==> src/rtl/cpu_pkg.sv <==
// Shared CPU constants and the MEM/WB controller state type.
// MEMWB_TIMEOUT_CYCLES is used only when MEMWB_TIMEOUT_EN is defined.
package cpu_pkg;

  localparam int unsigned XLEN                 = 32;
  localparam int unsigned REG_ADDR_W           = 5;
  localparam int unsigned MEMWB_TIMEOUT_CYCLES = 15;

  typedef enum logic {
    IDLE   = 1'b0,
    ACCESS = 1'b1
  } memwb_state_e;

endpackage

==> src/rtl/memwb_watchdog.sv <==
// Counts ACCESS cycles without a memory ack and flags the cycle that reaches the limit.
// Instantiated by mem_wb_ctrl only when MEMWB_TIMEOUT_EN is defined.
module memwb_watchdog
  import cpu_pkg::*;
(
  input  logic clk,
  input  logic rst_n,
  input  logic clear,
  input  logic count_en,
  output logic expired
);

  logic [3:0] count;

  // The limit-reaching cycle is flagged combinationally so the FSM can leave ACCESS on that edge.
  assign expired = count_en && (count == 4'(MEMWB_TIMEOUT_CYCLES - 1));

  always_ff @(posedge clk or negedge rst_n) begin
    if (!rst_n) begin
      count <= '0;
    end else if (clear) begin
      count <= '0;
    end else if (count_en && !expired) begin
      count <= count + 4'd1;
    end
  end

endmodule

==> src/rtl/mem_wb_ctrl.sv <==
// MEM stage data-memory handshake controller and MEM/WB pipeline register.
// Optional watchdog timeout and err_o port are enabled by defining MEMWB_TIMEOUT_EN.
module mem_wb_ctrl
  import cpu_pkg::*;
(
  input  logic                  clk_i,
  input  logic                  rst_i,
  input  logic                  start_i,
  input  logic [XLEN-1:0]       ALU_Result_i,
  input  logic [XLEN-1:0]       MemWrite_Data_i,
  input  logic [REG_ADDR_W-1:0] RdAddr_i,
  input  logic                  RegWrite_i,
  input  logic                  MemtoReg_i,
  input  logic                  MemRead_i,
  input  logic                  MemWrite_i,
  output logic                  mem_req_o,
  output logic                  mem_we_o,
  output logic [XLEN-1:0]       mem_addr_o,
  output logic [XLEN-1:0]       mem_wdata_o,
  input  logic                  mem_ack_i,
  input  logic [XLEN-1:0]       mem_rdata_i,
  output logic                  stall_o,
  output logic [XLEN-1:0]       ALU_Result_o,
  output logic [XLEN-1:0]       ReadData_o,
  output logic [REG_ADDR_W-1:0] RdAddr_o,
  output logic                  RegWrite_o,
  output logic                  MemtoReg_o
`ifdef MEMWB_TIMEOUT_EN
  ,
  output logic                  err_o
`endif
);

  memwb_state_e state, state_next;

  logic mem_op;
  logic pass;
  logic issue;
  logic complete;
  logic abort;
  logic expired;

  assign mem_op = MemRead_i | MemWrite_i;

`ifdef MEMWB_TIMEOUT_EN
  memwb_watchdog u_watchdog (
    .clk      (clk_i),
    .rst_n    (rst_i),
    .clear    (issue),
    .count_en ((state == ACCESS) && !mem_ack_i),
    .expired  (expired)
  );

  always_ff @(posedge clk_i or negedge rst_i) begin
    if (!rst_i) begin
      err_o <= 1'b0;
    end else if (abort) begin
      err_o <= 1'b1;
    end
  end
`else
  assign expired = 1'b0;
`endif

  always_ff @(posedge clk_i or negedge rst_i) begin
    if (!rst_i) begin
      state <= IDLE;
    end else begin
      state <= state_next;
    end
  end

  always_comb begin
    state_next = state;
    unique case (state)
      IDLE:    if (start_i && mem_op)        state_next = ACCESS;
      ACCESS:  if (mem_ack_i || expired)     state_next = IDLE;
      default:                               state_next = IDLE;
    endcase
  end

  always_comb begin
    pass     = 1'b0;
    issue    = 1'b0;
    complete = 1'b0;
    abort    = 1'b0;
    stall_o  = 1'b0;
    unique case (state)
      IDLE: begin
        if (start_i) begin
          issue   = mem_op;
          pass    = !mem_op;
          stall_o = mem_op;
        end
      end
      ACCESS: begin
        // Ack takes priority over a timeout landing in the same cycle.
        complete = mem_ack_i;
        abort    = !mem_ack_i && expired;
        stall_o  = !mem_ack_i && !expired;
      end
      default: ;
    endcase
  end

  always_ff @(posedge clk_i or negedge rst_i) begin
    if (!rst_i) begin
      mem_req_o    <= 1'b0;
      mem_we_o     <= 1'b0;
      mem_addr_o   <= '0;
      mem_wdata_o  <= '0;
      ALU_Result_o <= '0;
      ReadData_o   <= '0;
      RdAddr_o     <= '0;
      RegWrite_o   <= 1'b0;
      MemtoReg_o   <= 1'b0;
    end else begin
      if (pass) begin
        ALU_Result_o <= ALU_Result_i;
        ReadData_o   <= '0;
        RdAddr_o     <= RdAddr_i;
        RegWrite_o   <= RegWrite_i;
        MemtoReg_o   <= MemtoReg_i;
      end else if (issue) begin
        mem_req_o    <= 1'b1;
        mem_we_o     <= MemWrite_i;
        mem_addr_o   <= ALU_Result_i;
        mem_wdata_o  <= MemWrite_Data_i;
        RegWrite_o   <= 1'b0;
      end else if (complete) begin
        mem_req_o    <= 1'b0;
        ReadData_o   <= mem_we_o ? '0 : mem_rdata_i;
        ALU_Result_o <= ALU_Result_i;
        RdAddr_o     <= RdAddr_i;
        RegWrite_o   <= RegWrite_i;
        MemtoReg_o   <= MemtoReg_i;
      end else if (state == ACCESS) begin
        RegWrite_o   <= 1'b0;
        if (abort) begin
          mem_req_o  <= 1'b0;
        end
      end
    end
  end

endmodule

==> config.mk <==
export PLATFORM = sky130hd
export DESIGN_NAME = mem_wb_ctrl
export DESIGN_NICKNAME = d
export VERILOG_FILES = /design/src/rtl/cpu_pkg.sv /design/src/rtl/memwb_watchdog.sv /design/src/rtl/mem_wb_ctrl.sv
export SDC_FILE = /design/constraint.sdc
export NUM_CORES = 1
export LEC_CHECK = 0
export CORE_MARGIN = 10
export CORE_UTILIZATION = 38
export CTS_BUF_LIST = sky130_fd_sc_hd__clkbuf_4 sky130_fd_sc_hd__clkbuf_8
export DETAILED_ROUTE_END_ITERATION = 8
export GPL_TIMING_DRIVEN = 0
export PLACE_DENSITY_LB_ADDON = 0.25
export SYNTH_ARGS = -nofsm -noshare
export SYNTH_HDL_FRONTEND = slang
export SYNTH_HIERARCHICAL = 1
export SYNTH_SLANG_ARGS = --single-unit
==> constraint.sdc <==
create_clock -name clk_i -period 1.5 [get_ports clk_i]
set_input_delay 0.225 -clock clk_i [delete_from_list [all_inputs] [get_ports clk_i]]
set_output_delay 0.225 -clock clk_i [all_outputs]
set_load 0.01 [all_outputs]
==> flow_metrics.tcl <==
set metrics [dict create \
    ys_seq_area_share_pct 67.5 \
    setup_violations 56 \
    p_sw_mw 3.34 \
    core_area_sq_um 13200 \
    fin_skew_ns 0.00803 \
    postLayoutCellArea_sq_um 8430 \
    antenna_found_initial 0 \
    synth_largest_area_cell "dfrtp_1" \
    clk_pin_slew_ns 0.07 \
    grt_max_degree 77 \
    critPathTopFamily "flip-flops" \
    overflow 0 \
    wl_per_cell_microns 20.5 \
    final_util_pct 63.9 \
    cts.sinks 138 \
    via_per_inst 4.76 \
    vdd_drop_max_v 0.000747 \
    crit_chain "nand2b_4 > nor2_4 > buf_6 > buf_12 > buf_16 > mux2_4" \
    ctsLongestPathBuffers 2 \
    dieArea_sq_um 18500 \
    n_antenna_cell 0 \
    yosysTopAreaCellShare_pct 67.5 \
    slew_headroom_pct 59.8 \
    crit_fanout 5 \
    r2r_cells 6 \
    root_buffer "clkbuf_8" \
    syn_nets 414 \
    p_sw_share_pct 28.3 \
    violations "negative setup slack" \
    layout_common_cells "137 x dfrtp_1, 137 x dlygate4sd2_1, 107 x clkdlybuf4s50_1" \
    synth-seq-cells 138 \
    dp_hpwl_microns 11800 \
    start_kind "flop" \
    dr.pass1.iters 4 \
    initial_core_util_pct 38.8 \
    htreeDepth 4 \
    final_layout_size_suffix_gt1_share_pct 24.3 \
    die_y_microns 136 \
    critical_path_required_ns 1.82 \
    crit_arrival_ns 1.89 \
    power_frac_seq_pct 42.7 \
    internal-power_mw 8.48 \
    portBuffers 246 \
    synthToLayoutAreaGrowth_pct 64.9 \
    pwr-share-comb_pct 30.6 \
    crit_type "reg2reg" \
    hold_viol 0 \
    power_density_nw_per_um2 1400 \
    row_count 42 \
    ys_types 17 \
    p_clk_share_pct 26.7 \
    instances_no_fill 772 \
    nets 694 \
    final_max_slew_viol_count 0 \
    cp.depth 6 \
    finalCritPeriodShare_pct 105 \
    clk_latency_ns 0.43 \
    cts_tree "built" \
    worstHoldPathType "in2async" \
    grt_pass1_wl_microns 23000 \
    synthCells 305 \
    rsz0062_at_grt "yes" \
    cp_slowest_cell "dfrtp_2" \
    tns_ns -2.43 \
    fmax_ghz 0.637 \
    vias 3676 \
    p_leak_nw 3.99 \
    drc 0 \
    synth.avg_cell_area_sq_um 16.8 \
    totalWireLength_microns 15800 \
    ys_warn_count 6 \
    cpPeakStageDelay_ns 0.45 \
    status "complete, but fails checks" \
    post-route-min-period_ns 1.57 \
    placed_area_sq_um 7820 \
    cts_buffers 17 \
    dp.cells 728 \
    io_pins 247 \
    gp_congestion 0.777 \
    cp-end-kind "flop" \
    crit_buf_inv 3 \
    ant_nets 0 \
    grt_pass1_vias 3982 \
    synthTopCellsByArea "dfrtp_1 68%, mux2_1 11%, mux2_2 11%" \
    die_w_microns 136 \
    worst_pin_slew_ns 0.603 \
    drtIter0Drc 123 \
    maxCapViolCount 0 \
    track_usage_pct 16.4 \
    syn_area_sq_um 5110 \
    setup_slack_ns -0.0710 \
]
layer usage:
metal	GRT usage (%)	part of all wire (%)	vias to the layer above	routed length (microns)
li1	-	-	1656	-
met1	18.1	39	1858	6090
met2	27.4	51	141	8070
met3	6.75	8.6	21	1360
met4	6.69	1.8	0	289
met5	0	0	-	0
worst reg2reg max path, cell delays in order (launching register included):
cell,delay [ns]
dfrtp_2,0.45
nand2b_4,0.17
nor2_4,0.16
buf_6,0.16
buf_12,0.11
buf_16,0.11
mux2_4,0.30
synth_stat cells:
cell	number
buf_6	6
a21o_1	1
nand2b_1	1
nor2_2	1
nor2b_2	1
mux2_2	51
inv_1	2
o21ai_0	1
a21boi_4	1
buf_2	7
nor2_1	3
dfrtp_1	138
o22ai_1	1
buf_4	4
a22o_1	33
mux2_1	51
nand2_1	3
what timing repair did:
| action | CTS | global route |
|---|---|---|
| cloned | 2 | 3 |
| setup endpoints to repair | 234 | 124 |
| hold buffers | 1 | 0 |
| gates resized for setup | 151 | 48 |
| pin swaps | 0 | 1 |
| endpoints found under the hold margin | 62 | 0 |
| setup buffers | 5 | 5 |
sequential cells by signal (all words and copies together), names as in the netlist:
signal and cells:
ALU_Result_o 32, ReadData_o 32, mem_addr_o 32, mem_wdata_o 32
RdAddr_o 5, MemtoReg_o 1, RegWrite_o 1, mem_req_o 1
mem_we_o 1, state 1
power groups by stage:
stage | clock (mW) | combinational [mW] | sequential, mW
after CTS | 3.24 | 3.49 | 5.04
after floorplan | 0 | 0.981 | 5.54
after global placement | 0 | 3.95 | 5.09
final | 3.15 | 3.62 | 5.05
after global routing | 3.45 | 3.88 | 5.16
after detailed placement | 0 | 4.03 | 5.14
kinds of logic (layout without fill, tap and decap cells):
group | count (synthesis) | after routing | share of synthesized area, %
buffers and inverters | 19 | 310 | 2.74
AO/OA/AOI/OAI | 37 | 37 | 6.39
AND/OR/NAND/NOR | 9 | 9 | 0.857
flip-flops | 138 | 138 | 67.5
multiplexers | 102 | 102 | 22.5
path summary, 6_finish.rpt:
path / from / endpoint / slack, ns
worst max register to register: state / mem_addr_o[26] / -0.07
worst min-delay path: rst_i / ReadData_o[16] / 0.33
worst max-delay path: state / mem_addr_o[26] / -0.07
min in group clk_i: RegWrite_i / RegWrite_o / 0.37
worst min register to register: RegWrite_o / RegWrite_o / 0.48
max in group asynchronous: rst_i / ALU_Result_o[14] / 0.39
layout make-up:
type / instances / area (sq um)
fillers: 1044 / 4760
flip-flops and latches: 138 / 3450
repair buffers: 263 / 2540
multi-input cells: 148 / 1630
clock buffers: 22 / 297
well taps: 176 / 220
plain buffers: 15 / 158
clock inverters: 8 / 118
inverters: 2 / 7.51
per-stage QoR:
step | power, mW | hold slack [ns] | worst slack [ns]
after CTS | 11.8 | 0.331 | -0.134
after global placement | 9.04 | 0.462 | -5.07
after global routing | 12.5 | 0.358 | -0.131
final | 11.8 | 0.332 | -0.0710
after floorplan | 6.52 | -0.0706 | 0.0749
after detailed placement | 9.17 | 0.249 | -0.392
Power figures use the tool's default switching activity.
